<file path="src/rtl/alu_seq_ctrl.sv">
// Instruction sequencer for the 16-bit ALU: issues operands from an 8-entry register file,
// waits ALU_LAT cycles, retires the result. Define ALU_SEQ_CTRL_ZERO_REG_EN to hardwire R0 to zero.
module alu_seq_ctrl #(
  parameter int DATA_W  = 16,
  parameter int ALU_LAT = 1
) (
  input  logic              clk,
  input  logic              reset,
  input  logic              instr_valid,
  output logic              instr_ready,
  input  logic [15:0]       instr,
  input  logic [DATA_W-1:0] imm,
  output logic [DATA_W-1:0] alu_a,
  output logic [DATA_W-1:0] alu_b,
  output logic [4:0]        alu_op,
  input  logic [DATA_W-1:0] alu_result,
  input  logic [3:0]        alu_flags,
  output logic              done,
  output logic              err,
  output logic [3:0]        status,
  input  logic [2:0]        rb_addr,
  output logic [DATA_W-1:0] rb_data
);

`ifdef ALU_SEQ_CTRL_ZERO_REG_EN
  localparam bit ZERO_REG = 1'b1;
`else
  localparam bit ZERO_REG = 1'b0;
`endif

  localparam logic [3:0] LAT_M1 = 4'(ALU_LAT - 1);

  typedef enum logic {IDLE, EXEC} state_t;
  typedef enum logic [1:0] {CLS_W, CLS_C, CLS_N, CLS_ILL} op_class_t;

  state_t            state_reg, state_next;
  logic [3:0]        cnt_reg, cnt_next;
  logic [2:0]        rd_reg;
  logic [DATA_W-1:0] rf_reg [8];
  logic [7:0]        wr_en;
  logic              accept, retire;
  op_class_t         cls;
  logic              unused_reserved;

  // Priority order matters: specific illegal codes are matched before their wider groups.
  function automatic op_class_t op_class(input logic [4:0] op);
    op_class_t c;
    casez (op)
      5'b00011: c = CLS_ILL;
      5'b00???: c = CLS_W;
      5'b01???: c = CLS_ILL;
      5'b1000?: c = CLS_C;
      5'b1001?: c = CLS_ILL;
      5'b10110: c = CLS_ILL;
      5'b101??: c = CLS_N;
      5'b11000: c = CLS_N;
      5'b110??: c = CLS_W;
      default:  c = CLS_N;
    endcase
    return c;
  endfunction

  function automatic logic [DATA_W-1:0] rf_read(input logic [2:0] addr);
    logic [DATA_W-1:0] v;
    v = rf_reg[addr];
    if (ZERO_REG && addr == 3'd0) v = '0;
    return v;
  endfunction

  assign unused_reserved = instr[0];
  assign instr_ready     = (state_reg == IDLE);
  assign accept          = instr_ready && instr_valid;
  assign retire          = (state_reg == EXEC) && (cnt_reg == 4'd0);
  assign cls             = op_class(alu_op);

  generate
    for (genvar gi = 0; gi < 8; gi++) begin : g_wr_en
      if (ZERO_REG && gi == 0) begin : g_r0
        assign wr_en[gi] = 1'b0;
      end else begin : g_rn
        assign wr_en[gi] = retire && (cls == CLS_W) && (rd_reg == 3'(gi));
      end
    end
  endgenerate

  always_comb begin
    state_next = state_reg;
    cnt_next   = cnt_reg;
    case (state_reg)
      IDLE: begin
        if (instr_valid) begin
          state_next = EXEC;
          cnt_next   = LAT_M1;
        end
      end
      EXEC: begin
        if (cnt_reg == 4'd0) state_next = IDLE;
        else                 cnt_next   = cnt_reg - 4'd1;
      end
      default: state_next = IDLE;
    endcase
  end

  always_ff @(posedge clk or negedge reset) begin
    if (!reset) begin
      state_reg <= IDLE;
      cnt_reg   <= '0;
      rd_reg    <= '0;
      alu_a     <= '0;
      alu_b     <= '0;
      alu_op    <= '0;
      done      <= 1'b0;
      err       <= 1'b0;
      status    <= '0;
      rb_data   <= '0;
      for (int i = 0; i < 8; i++) rf_reg[i] <= '0;
    end else begin
      state_reg <= state_next;
      cnt_reg   <= cnt_next;
      done      <= retire;
      err       <= retire && (cls == CLS_ILL);
      // Sampled before this edge's writeback, so a same-address write shows up one cycle later.
      rb_data   <= rf_read(rb_addr);
      if (accept) begin
        alu_op <= instr[15:11];
        rd_reg <= instr[10:8];
        alu_a  <= rf_read(instr[7:5]);
        alu_b  <= instr[1] ? imm : rf_read(instr[4:2]);
      end
      if (retire) begin
        if (cls == CLS_W)      status <= alu_flags;
        else if (cls == CLS_C) status <= '0;
      end
      for (int i = 0; i < 8; i++) begin
        if (wr_en[i]) rf_reg[i] <= alu_result;
      end
    end
  end

endmodule
</file>
<file path="config.mk">
export PLATFORM = sky130hd
export DESIGN_NAME = alu_seq_ctrl
export DESIGN_NICKNAME = d
export VERILOG_FILES = /design/src/rtl/alu_seq_ctrl.sv
export SDC_FILE = /design/constraint.sdc
export NUM_CORES = 1
export LEC_CHECK = 0
export CAP_MARGIN = 20
export CELL_PAD_IN_SITES_DETAIL_PLACEMENT = 0
export CELL_PAD_IN_SITES_GLOBAL_PLACEMENT = 1
export CORE_UTILIZATION = 35
export CTS_CLUSTER_DIAMETER = 60
export CTS_CLUSTER_SIZE = 14
export DETAILED_ROUTE_END_ITERATION = 6
export GPL_TIMING_DRIVEN = 0
export PLACE_DENSITY = 0.64
export SLEW_MARGIN = 40
export SYNTH_ARGS = -nofsm -noshare
export SYNTH_HDL_FRONTEND = slang
export SYNTH_SLANG_ARGS = --single-unit
</file>
<file path="constraint.sdc">
create_clock -name clk -period 2.1 [get_ports clk]
set_clock_uncertainty 0.05 [all_clocks]
set_input_delay 0.315 -clock clk [delete_from_list [all_inputs] [get_ports clk]]
set_output_delay 0.315 -clock clk [all_outputs]
set_load 0.05 [all_outputs]
</file>
* Yosys cells after proc, flatten, opt, wreduce, memory -nomap -nowiden
Index checks and enable logic that the tools add are counted.
** Word-level totals
- Register bits after elaboration :: 195
- Input port bits :: 58
** Cells by class
- Bitwise operators :: 4
- Reduce and logical (&&, ||, !) cells :: 21
- $add $sub $neg :: 1
- Eq/ne operators :: 19
- Mux-type cells :: 22
- Order comparisons :: 3
** Operators by type and width (count)
- binary-select mux 16 bit (select 3 bit) :: 3
- 2-to-1 mux 16 bit :: 7
- == test 3 bit, second input constant :: 6
- 2-to-1 mux 4 bit :: 4
- greater-or-equal comparator 4 bit, second input constant :: 3
- logical AND 1 bit :: 12
- NOT 3 -> 4 bit :: 3
- == test 5 bit, second input constant :: 2
- == test 4 bit, second input constant :: 2
- case mux 4 bit (2 select lines) :: 1
- == test 3 x 2 -> 1 bit, second input constant :: 2
- 2-to-1 mux 2 bit :: 3
- case mux 2 bit (3 select lines) :: 1
- == test 5 x 2 -> 1 bit, second input constant :: 1
- == test 2 x 1 -> 1 bit, second input constant :: 2
- logical NOT 2 bit :: 2
- logical NOT 4 bit :: 1
- != test 2 bit, second input constant :: 2
- AND reduction 2 bit :: 2
- subtractor 4 x 1 -> 4 bit, second input constant :: 1
- == test 3 x 1 -> 1 bit, second input constant :: 1
- logical NOT 3 bit :: 1
- OR reduction 3 bit :: 1
- == test 2 bit, second input constant :: 1
- other kinds (5) :: 6

* Logic depth before layout (Yosys ltp)
Gate-level depths: netlist (run 1).
- Depth after elaboration :: 8
- Mapped depth :: 7
- Mapped depth without buffers :: 6

* Least setup slack after synthesis (run 1)
OpenSTA, ideal clock, no wires.
- Path type :: register -> register
- Start point :: register alu_op[4]
- End point :: register rf_reg[62] in the netlist's numbering
- Period minus slack after synthesis :: 2.511 ns
- Setup time :: 0.128 ns
- Data required time :: 1.922 ns
- Buffers on the path :: 2
- Arrival :: 2.333 ns
- Cell stages (with the launch flop) :: 7
- Setup slack :: -0.411 ns
- Cells stage by stage :: dfrtp_1 -> clkbuf_2 -> nor4b_1 -> or4b_4 -> nor4_4 -> buf_6 -> mux2_1
** Between the ends
- Word-level cells in the longest chain between the ends :: 8
- Elaborated cells on any way between the ends :: 18
** Ends and longest elaborated chain
- start, declared :: line 15 : output logic [4:0] alu_op,
- start signal, assigned :: line 125 : alu_op <= instr[15:11];
- == test 5 bit / == test 3 bit (equally long branches) :: line 48 : casez (op)
- OR reduction 2 bit (no line) / 2-to-1 mux 2 bit (equally long branches)
- 2-to-1 mux 2 bit :: line 48
- case mux 2 bit (3 select lines) :: line 48
- 2-to-1 mux 2 bit * :: line 48
- logical NOT 2 bit * :: line 81 : assign wr_en[gi] = retire && (cls == CLS_W) && (rd_reg == 3'(gi));
- logical AND 1 bit * (2 in a row) :: line 81
- end signal, assigned by index :: line 135 : if (wr_en[i]) rf_reg[i] <= alu_result;
- end, declared :: line 39 : logic [DATA_W-1:0] rf_reg [8];
Every way passes the cells marked *; elsewhere a longest branch is shown, timed or not.
A chain may end at the register's enable or synchronous reset.

* Final worst setup path (run 1)
- Start point :: register cnt_reg[1]
- End point :: register rf_reg[84] in the netlist's numbering
** Between the ends
- Word-level cells in the longest chain between the ends :: 4
** Ends and longest elaborated chain
- start, declared :: line 37 : logic [3:0] cnt_reg, cnt_next;
- start signal, assigned :: line 119 : cnt_reg <= cnt_next;
- logical NOT 4 bit :: line 73 : assign retire = (state_reg == EXEC) && (cnt_reg == 4'd0);
- logical AND 1 bit :: line 73
- via retire :: line 41 : logic accept, retire;
- logical AND 1 bit (2 in a row) :: line 81
The timed path passes the listed nets, and every way through them passes these cells.

==> impl_metrics.tcl, run 1 <==
set metrics [dict create \
    p_sw_frac 0.361 \
    first_pass_iters 5 \
    slowest_stage "dfrtp_1" \
    setup_violations 111 \
    ys_warn_count 0 \
    drv_cap 0 \
    nets 960 \
    yosysSeqAreaShare 0.475 \
    finalMaxSlewViolations 0 \
    grt_pass1_vias 7438 \
    die_w_um 173 \
    arrival_ns 2.54 \
    max_slew.worst_pin.slew_ns 0.866 \
    internal_power_mw 9.95 \
    syn_area_per_cell_um2 14.1 \
    required_ns 2.38 \
    powerDensity_mw_per_mm2 1150 \
    cts_made_buffers 17 \
    ys_async_sr_fraction 1.00 \
    tritoncts "yes" \
    syn2layout_area_growth_pct 32.0 \
    violations "negative setup slack" \
    rsz0062_at_grt "yes" \
    die_area_mm2 0.0301 \
    cp_max_fo 4 \
    peakVddDrop_uv 632 \
    synth_nets 786 \
    finalCriticalPeriod_ns 2.26 \
    synthCells 727 \
    synth_ff_type "dfrtp_1" \
    initial_core_util 0.357 \
    synth-edff-count 0 \
    seqPwrFrac 0.398 \
    grtUsageTotal 0.224 \
    postPlaceCellArea_mm2 0.0122 \
    htreeDepth 4 \
    die_height_um 173 \
    clk-insertion-delay-late_ns 0.44 \
    pin_count 118 \
    p_leak_nw 5.80 \
    layout_commonest_cell "dfrtp_1" \
    syn_area_mm2 0.0103 \
    slowest_delay_ns 0.39 \
    dp_hpwl_um 21100 \
    start_kind "flop" \
    hold_viol 0 \
    pwr-share-clk 0.209 \
    max_slew_margin 0.422 \
    clkSinkCount 195 \
    synth_cell_types 43 \
    yosys_register_bits 195 \
    hp-class "in -> reg" \
    status "finished, violations left" \
    rows 62 \
    gp_congestion 0.788 \
    wl_um 32700 \
    dpl_worst_slack_ns -0.866 \
    cts_buffer_depth 2 \
    wire_per_inst_um 25.2 \
    drtAntennaViolNets 0 \
    root_buffer "clkbuf_16" \
    endpoint_kind "flop" \
    grt_max_degree 71 \
    vias 7230 \
    core_area_mm2 0.0288 \
    pwr-share-comb 0.393 \
    largest_reg_flops 128 \
    criticalPathCategory "reg -> reg" \
    final_cell_mix "189 x dfrtp_1, 103 x clkdlybuf4s50_1, 93 x mux2_4" \
    grt_pass1_wl_um 49200 \
    gr-total-overflow 0 \
    antenna_found_initial 0 \
    clkTransAtPathRegs_ns 0.08 \
    max_clock_freq_mhz 442 \
    worstPathCellList "inv_1 > ha_2 > and4bb_2 > o21ai_4 > buf_12 > nor4_4 > buf_6 > buf_4 > mux2_2" \
    drive_above_1_share 0.394 \
    worst_slack_ns -0.162 \
    drc 0 \
    vias_per_cell 5.57 \
    cp_top_family "buffers and inverters" \
    design_area_mm2 0.0136 \
    port_buffers 110 \
    path_buf_inv 4 \
    dr.first_iter.drc_count 577 \
    total_power_mw 15.6 \
    num_antenna_cells 0 \
    p_sw_mw 5.62 \
    timing.final.crit_share 1.08 \
]
[final cells by class]
type                    count  area (um^2)
plain buffers              45          255
clock buffers              18          439
clock inverters            14          136
fillers                  2551        15200
inverters                   6         22.5
multi-input cells         473         5550
flip-flops and latches    195         4890
well taps                 384          480
repair buffers            163         1800
[Yosys cell counts (all sizes together), types with 2 or more instances]
cell type / n / area share
a21oi: 44 / 0.021
a221oi: 18 / 0.015
a22oi: 2 / 0.0015
and2: 2 / 0.0012
and4b: 2 / 0.0019
buf: 20 / 0.012
clkbuf: 33 / 0.012
dfrtp: 195 / 0.47
inv: 6 / 0.0022
mux2: 144 / 0.16
mux2i: 53 / 0.052
mux4: 78 / 0.17
nand2: 31 / 0.011
nand3: 3 / 0.0015
nand4: 5 / 0.0043
nor2: 36 / 0.013
nor2b: 4 / 0.0024
nor3: 2 / 0.00097
nor4: 4 / 0.0083
nor4b: 2 / 0.0017
o21a: 3 / 0.0022
o21ai: 23 / 0.012
o31ai: 5 / 0.0037
or4b: 3 / 0.0033
[power by group through the flow]
stage	Clock (mW)	Sequential [mW]	Combinational, mW
global placement	0	6.18	5.71
global route	3.49	6.39	6.44
detailed placement	0	6.20	5.77
finish	3.26	6.20	6.11
floorplan	0	7.08	3.02
CTS	3.33	6.16	6.10
[per-stage QoR]
step | util | cells | TNS [ns] | hold WS (ns)
floorplan | - | 727 | -17.68 | -0.0306
global placement | 0.422 | 1221 | -1635.83 | 0.434
detailed placement | 0.425 | 1224 | -85.21 | 0.243
CTS | 0.471 | 1298 | -7.96 | 0.331
global route | 0.471 | 1298 | -14.20 | 0.349
finish | 0.471 | 1298 | -8.55 | 0.345
[routing by layer]
layer  up-vias  wire (um)  share of wire  track usage
met5         -          0              0            0
met1      3814      15400           0.47        0.324
met4         0        624          0.019       0.0623
met2       228      14800           0.45        0.337
met3        32       1870          0.057       0.0522
li1       3156          -              -            -
[cell families (layout without fill, tap and decap cells)]
| kind of cell | Yosys count | after routing | share of synthesized area |
|---|---|---|---|
| fa+ha+maj | 1 | 1 | 0.00122 |
| simple gates | 98 | 98 | 0.0538 |
| flops | 195 | 195 | 0.475 |
| buf+inv | 59 | 246 | 0.0265 |
| mux | 275 | 275 | 0.383 |
| xor+xnor | 1 | 1 | 0.000852 |
| compound gates | 98 | 98 | 0.0597 |
[what timing repair did]
item / 4_1_cts / 5_1_grt
setup buffers: 40 / 6
gates cloned: 4 / 2
endpoints found under the setup margin: 152 / 130
pin swaps: 9 / 7
gates resized for setup: 82 / 17
hold buffers: 1 / 0
hold endpoints to repair: 57 / 0
[path summary, 6_finish.rpt]
kind	from	to	slack, ns	cells after the start
min in group asynchronous	reset	err	0.35	2
worst min register to register	status[0]	status[0]	0.46	2
worst max register to register	cnt_reg[1]	rf_reg[84]	-0.16	9
max in group asynchronous	reset	rf_reg[119]	0.92	3
worst max-delay path	cnt_reg[1]	rf_reg[84]	-0.16	9
worst min-delay path	instr[11]	alu_op[0]	0.34	3
[worst register-to-register path, stage by stage (launching register included)]
cell,delay [ns]
dfrtp_1,0.39
inv_1,0.06
ha_2,0.18
and4bb_2,0.31
o21ai_4,0.12
buf_12,0.15
nor4_4,0.21
buf_6,0.19
buf_4,0.15
mux2_2,0.33
(Power assumes the default switching activity.)
==> run 2: changes to the inputs <==
--- a/config.mk
+++ b/config.mk
@@ -13,8 +13,9 @@
 export CTS_CLUSTER_SIZE = 14
 export DETAILED_ROUTE_END_ITERATION = 6
 export GPL_TIMING_DRIVEN = 0
-export PLACE_DENSITY = 0.64
+export PLACE_DENSITY = 0.62
 export SLEW_MARGIN = 40
 export SYNTH_ARGS = -nofsm -noshare
 export SYNTH_HDL_FRONTEND = slang
 export SYNTH_SLANG_ARGS = --single-unit
+export TNS_END_PERCENT = 20
==> constraint.sdc (replaced) <==
create_clock -name clk -period 2.62 [get_ports clk]
set_clock_uncertainty 0.05 [all_clocks]
set_input_delay 0.393 -clock clk [delete_from_list [all_inputs] [get_ports clk]]
set_output_delay 0.393 -clock clk [all_outputs]
set_load 0.05 [all_outputs]
==> impl_metrics.tcl, run 2 (same netlist as run 1, synthesis figures left out) <==
set metrics [dict create \
    dr.first_iter.drc_count 471 \
    dp_hpwl_um 21200 \
    tritoncts "yes" \
    wire_per_inst_um 24.4 \
    drtAntennaViolNets 0 \
    root_buffer "clkbuf_16" \
    placed_cells 1225 \
    rsz0062_at_grt "yes" \
    hold_viol 0 \
    die_area_mm2 0.0301 \
    grt_pass1_wl_um 47000 \
    grt_pass1_vias 7164 \
    die_height_um 173 \
    fin_cells 1265 \
    pwr-share-clk 0.224 \
    p_sw_frac 0.357 \
    gp_congestion 0.770 \
    setup-tns-final_ns -0.498 \
    max_slew.worst_pin.slew_ns 0.891 \
    arrival_ns 2.95 \
    rows 62 \
    status "finished, violations left" \
    hp-class "in -> async" \
    largest_reg_flops 128 \
    initial_core_util 0.357 \
    drc 0 \
    port_buffers 110 \
    max_slew_margin 0.406 \
    dpl_worst_slack_ns -0.401 \
    powerDensity_mw_per_mm2 951 \
    clkTransAtPathRegs_ns 0.08 \
    first_pass_iters 4 \
    clkSinkCount 195 \
    final_cell_mix "193 x dfrtp_1, 109 x clkdlybuf4s50_1, 104 x mux2_2" \
    vias_per_cell 5.51 \
    die_w_um 173 \
    gr-total-overflow 0 \
    syn2layout_area_growth_pct 23.2 \
    timing.final.crit_share 1.02 \
    grtUsageTotal 0.213 \
    p_sw_mw 4.29 \
    pwr-share-comb 0.369 \
    cp_max_fo 10 \
    drv_cap 0 \
    worst_slack_ns -0.0560 \
    finalCriticalPeriod_ns 2.68 \
    setup_violations 10 \
    endpoint_kind "flop" \
    wl_um 30800 \
    pin_count 118 \
    htreeDepth 4 \
    cts_buffer_depth 2 \
    start_kind "flop" \
    max_clock_freq_mhz 374 \
    required_ns 2.89 \
    core_area_mm2 0.0288 \
    criticalPathCategory "reg -> reg" \
    clk-insertion-delay-late_ns 0.44 \
    drive_above_1_share 0.317 \
    antenna_found_initial 1 \
    total_power_mw 12.0 \
    grt_max_degree 73 \
    internal_power_mw 7.75 \
    p_leak_nw 5.27 \
    finalMaxSlewViolations 0 \
    violations "negative setup slack" \
    vias 6971 \
    postPlaceCellArea_mm2 0.0120 \
    nets 926 \
    peakVddDrop_uv 512 \
    design_area_mm2 0.0127 \
    layout_commonest_cell "dfrtp_1" \
    seqPwrFrac 0.408 \
    cts_made_buffers 17 \
]
==> run 2: cell types whose count changed in the layout (fill, tap and decap cells not counted), moves of 4 or more <==
| cell | before | now |
|---|---|---|
| dfrtp_2 | 6 | 2 |
| buf_4 | 19 | 7 |
| clkdlybuf4s50_1 | 103 | 109 |
| mux2_1 | 0 | 30 |
| buf_6 | 16 | 7 |
| o21ai_0 | 17 | 21 |
| mux2_4 | 93 | 10 |
| mux2_2 | 51 | 104 |
| buf_12 | 13 | 0 |
| inv_8 | 6 | 1 |
| dfrtp_1 | 189 | 193 |
| clkbuf_1 | 15 | 21 |
| dlygate4sd2_1 | 5 | 0 |
==> run 2: worst paths after layout <==
kind / from / to / slack (ns) / cells past startpoint
worst max-delay path: cnt_reg[0] / rf_reg[11] / -0.06 / 7
worst min-delay path: reset / alu_op[1] / 0.34 / 2
worst max register to register: cnt_reg[0] / rf_reg[11] / -0.06 / 7
worst min register to register: alu_b[4] / alu_b[4] / 0.45 / 2
max in group asynchronous: reset / rf_reg[32] / 1.34 / 4
min in group clk: instr[11] / alu_op[0] / 0.43 / 3
==> run 2: cell type report <==
cell class / instances / area, um^2
inverters: 6 / 22.5
fillers: 2614 / 16100
flip-flops and latches: 195 / 4880
clock buffers: 20 / 447
clock inverters: 12 / 144
repair buffers: 121 / 1250
plain buffers: 53 / 278
well taps: 384 / 480
diodes: 1 / 2.50
multi-input cells: 473 / 5150
==> run 2: power by group through the flow <==
stage / Sequential [mW] / Clock [mW] / Combinational, mW
5_1_grt: 5.09 / 2.88 / 4.69
2_1_floorplan: 5.65 / 0 / 2.23
3_3_place_gp: 4.93 / 0 / 4.37
3_5_place_dp: 4.95 / 0 / 4.43
4_1_cts: 4.90 / 2.76 / 4.45
6_report: 4.91 / 2.69 / 4.44
==> run 2: what timing repair did <==
action	CTS	global route
endpoints found under the hold margin	27	0
setup endpoints to repair	53	57
gates resized for setup	8	7
gates cloned	0	0
pin swaps	0	2
hold buffers	1	0
setup buffers	1	5
==> run 2: metrics by stage <==
stage / utilization / hold WS [ns]
2_1_floorplan: - / 0.0474
5_1_grt: 0.440 / 0.341
3_3_place_gp: 0.412 / 0.440
4_1_cts: 0.438 / 0.341
3_5_place_dp: 0.416 / 0.220
6_report: 0.440 / 0.340
==> run 2: routing by layer <==
layer  GRT usage  wire (um)  up-vias  part of all wire
met1       0.304      14300     3691              0.46
met4      0.0516        380        0             0.012
li1            -          -     3084                 -
met2       0.338      14800      172              0.48
met3      0.0353       1320       24             0.043
met5           0          0        -                 0
==> run 2: critical path, stage by stage, from the launching register on <==
cell	delay (ns)
dfrtp_1	0.41
inv_1	0.07
ha_1	0.16
and4bb_2	0.33
o21ai_4	0.16
nor4_4	0.76
buf_6	0.29
mux2_1	0.33
==> RTL change 1 (settings of run 2) <==
Change the localparam `ZERO_REG` from 1'b0 to 1'b1.
--- a/src/rtl/alu_seq_ctrl.sv
+++ b/src/rtl/alu_seq_ctrl.sv
@@ -25,7 +25,7 @@
 `ifdef ALU_SEQ_CTRL_ZERO_REG_EN
   localparam bit ZERO_REG = 1'b1;
 `else
-  localparam bit ZERO_REG = 1'b0;
+  localparam bit ZERO_REG = 1'b1;
 `endif
 
   localparam logic [3:0] LAT_M1 = 4'(ALU_LAT - 1);
Function: changed (a bounded check fails within 4 cycles, from zero or initial values and one cycle with reset low).
==> RTL change 1 against run 2 <==
The flow still finishes with violations (negative setup slack). Register-to-register slack gained 0.14 ns. Highest routed layer unchanged. Power down 6.8%. Sequential cell count decreased by 16. Synthesized area down 7.7%. Wire length is 1.7% higher. Design area down 6.4%. Sequential share of layout area is 0.78 points lower. Setup slack got worse by 0.031 ns. Critical path depth is 1 lower. Maximum frequency fell by 1.1%.
==> RTL change 1: results (changes against run 2) <==
outcome finished with violations (unchanged); failing checks negative setup slack (unchanged); met2 wire len 14100 um (was 14800 um); area fraction in compound gates after synthesis 10.0% (was 5.97%); pin count of the biggest net entering global routing 72 (was 73); crit-path max cell delay 0.71 ns (was 0.76 ns); Max transition margin 40.9% (was 40.6%); Worst VDD drop 0.000343 V (was 0.000512 V); synth unique cells 54 (was 43); sequential fraction of the synthesis area 47.2% (was 47.5%); global routing usage on met1 33.3% (was 30.4%); vias in the first global route 7122 (was 7164); Synth Area in XOR/XNOR 0.0922% (was 0.0852%); Area contributors post-synth dfrtp_1 47%, mux2_2 16%, mux2i_1 8.5% (was dfrtp_1 47%, mux4_2 17%, mux2_2 11%); vias 7214 (was 6971); initial antenna violation count 0 (was 1); GRT Overall Usage 23.0% (was 21.3%); # setup viols final 1 (was 10); Final HPWL DP 20800 um (was 21200 um); met3 Use GR 4.18% (was 3.53%); final cell count without fillers 1276 (was 1265); First-pass DRT Iterations 6 (was 4); port buffer count 112 (was 110); Post-synth top cells 179 x dfrtp_1, 139 x mux2_2, 81 x mux2i_1 (was 195 x dfrtp_1, 104 x mux2_2, 78 x mux4_2); Post-Synthesis Cells 786 (was 727); final setup margin -0.0867 ns (was -0.0560 ns); mux cell area share after synthesis 30.8% (was 38.3%); Diodes inserted 0 (was 1); leakage power 5.03 nW (was 5.27 nW); gpl congestion 0.811 (was 0.770); WL met3 1950 um (was 1320 um)
## RTL change 1: what timing repair did
item                                   4_1_cts  5_1_grt
endpoints found under the hold margin       49        0
hold buffers                                 1        0
setup endpoints to repair                   80       64
pin swaps                                    2        0
resized for setup                           12       16
setup buffers                                2        5
cloned                                       0        1
## RTL change 1: final cells by class
class	instances	area [um2]
plain buffers	57	327
clock buffers	26	509
flip-flops and latches	179	4480
clock inverters	6	70.1
well taps	335	419
multi-input cells	542	4760
fillers	2456	14500
repair buffers	123	1270
inverters	8	32.5
## RTL change 1: worst paths after layout
kind,startpoint,endpoint,slack [ns],cells after the start
min in group clk,alu_b[10],alu_b[10],0.43,2
setup / recovery,instr[3],alu_b[4],-0.09,6
hold reg to reg,alu_b[10],alu_b[10],0.43,2
max in group asynchronous,reset,rf_reg[95],1.41,3
hold / removal,reset,rf_reg[67],0.41,2
setup reg to reg,cnt_reg[0],rf_reg[61],0.08,12
## RTL change 1: worst register-to-register path: stages, from the launching register on
cell and delay, ns:
dfrtp_1 0.40, inv_1 0.06, ha_1 0.16, nand2b_1 0.06, or3_1 0.32, buf_6 0.15
inv_4 0.07, and2_4 0.13, buf_6 0.14, and4_4 0.24, buf_12 0.15, clkbuf_16 0.18
mux2_4 0.29
## RTL change 1: where the power goes
part	internal [mW]	switching (mW)	total [mW]
sequential	3.73	0.889	4.61
combinational	1.93	2.13	4.06
clock	1.44	1.11	2.55
## RTL change 1: through the flow
| stage | instance area, um2 | hold slack [ns] | setup slack [ns] |
|---|---|---|---|
| final | 11900 | 0.412 | -0.0867 |
| after detailed placement | 11100 | 0.294 | -0.617 |
| after global placement | 11000 | 0.412 | -6.79 |
| after CTS | 11800 | 0.430 | 0.00701 |
| after floorplan | 9500 | 0.0474 | 0.0264 |
| after global routing | 11900 | 0.455 | -0.0692 |
==> RTL change 2 (flow settings as in run 2) <==
Without the edit above. The output `err` loses its register stage (`err` becomes a continuous assignment).
--- a/src/rtl/alu_seq_ctrl.sv
+++ b/src/rtl/alu_seq_ctrl.sv
@@ -110,7 +110,6 @@
       alu_b     <= '0;
       alu_op    <= '0;
       done      <= 1'b0;
-      err       <= 1'b0;
       status    <= '0;
       rb_data   <= '0;
       for (int i = 0; i < 8; i++) rf_reg[i] <= '0;
@@ -118,7 +117,6 @@
       state_reg <= state_next;
       cnt_reg   <= cnt_next;
       done      <= retire;
-      err       <= retire && (cls == CLS_ILL);
       // Sampled before this edge's writeback, so a same-address write shows up one cycle later.
       rb_data   <= rf_read(rb_addr);
       if (accept) begin
@@ -137,4 +135,6 @@
     end
   end
 
+  assign err = retire && (cls == CLS_ILL);
+
 endmodule
Formal check against the unedited RTL: not equivalent (a bounded check fails within 4 cycles, from zero or initial values and one cycle with reset low).
==> RTL change 2 against run 2 <==
Non-clock buffer count is 1 lower. Hold slack better by 0.013 ns. Wire length is 0.54% higher. Via count is 0.83% lower. Setup slack better by 0.13 ns. Maximum frequency is 4.9% higher. Combinational power is 2% lower. Power is 2.2% lower. Synthesized area is 1.3% higher. Design area is 0.41% higher. Count of clock-buffer cells in the layout is 2 lower. Sequential cell count is 1 lower. Critical endpoint is now rf_reg[55]. Largest cell class unchanged. Largest power group unchanged.
==> RTL change 2: results (changes against run 2) <==
First-pass DRT Iterations 5 (was 4); outcome finished clean (was finished with violations); Worst VDD drop 0.000534 V (was 0.000512 V); gpl congestion 0.778 (was 0.770); Sequential cell area 0.00485 mm2 (was 0.00488 mm2); Synth Cell Area 0.0104 mm2 (was 0.0103 mm2); synth unique cells 37 (was 43); Non-CTS buffers 173 (was 174); Post-Synthesis Cells 758 (was 727); initial antenna violation count 0 (was 1); Area contributors post-synth dfrtp_1 47%, mux4_2 14%, mux2_2 12% (was dfrtp_1 47%, mux4_2 17%, mux2_2 11%); dpl ws -0.237 ns (was -0.401 ns); multi-input gates 497 (was 473); leakage power 5.47 nW (was 5.27 nW); Post-synth top cells 194 x dfrtp_1, 109 x mux2_2, 84 x mux2i_1 (was 195 x dfrtp_1, 104 x mux2_2, 78 x mux4_2); FF+latch count 194 (was 195); post-CTS resize count 5 (was 8); Via-to-Cell Ratio 5.36 (was 5.51); Routed WL per cell 24.0 um (was 24.4 um); # setup viols final 0 (was 10); Worst path slowest cell or4b_1 (was nor4_4); Diodes inserted 0 (was 1); global-route wire length before repair 46900 um (was 47000 um); # clk buffers 18 (was 20); Non-clk invs 10 (was 6); Root Driver clkbuf_16 (unchanged); fill count 2697 (was 2614); Post-Syn Nets 817 (was 786); crit-path max cell delay 0.53 ns (was 0.76 ns); CP arrival 2.82 ns (was 2.95 ns); share of cells above drive strength 1 30.6% (was 31.7%); Final HPWL DP 21200 um (about the same); sequential fraction of the synthesis area 46.6% (was 47.5%); Cell Area, Placed 0.0121 mm2 (was 0.0120 mm2); vias in the first global route 7171 (was 7164); GRT Overall Usage 21.1% (was 21.3%); Clock buf/inv share 4.52% (was 4.66%); Int Pwr 7.47 mW (was 7.75 mW); PwrDens 926 mW/mm2 (was 951 mW/mm2); Final nets 952 (was 926); 1st-iter DRT viols 519 (was 471); Slew @ Worst Pin 0.892 ns (was 0.891 ns); NonClk Buf Share 11.9% (was 12.1%); final cell count without fillers 1290 (was 1265)
==> RTL change 2: path summary, 6_finish.rpt <==
kind | from | endpoint | slack [ns] | cells past startpoint
worst min register to register | status[2] | status[2] | 0.47 | 2
worst max register to register | alu_op[3] | rf_reg[55] | 0.07 | 5
min in group clk | instr[11] | alu_op[0] | 0.43 | 3
worst max-delay path | alu_op[3] | rf_reg[55] | 0.07 | 5
worst min-delay path | reset | rf_reg[34] | 0.35 | 2
max in group asynchronous | reset | alu_b[10] | 1.18 | 4
==> RTL change 2: cells by family after synthesis <==
group,share of synthesized area [%]
muxes,38.5
DFF,46.6
and+or+nand+nor,6.12
AOI/OAI and AO/OA,5.46
buffers and inverters,3.07
xor gates and xnor gates,0.0841
adders and majority gates,0.120
==> RTL change 2: metal layers <==
layer | share of wire, % | track usage (%)
met1 | 47 | 29.8
met2 | 47 | 32.6
met3 | 5.0 | 4.83
met4 | 1.5 | 5.62
met5 | 0 | 0
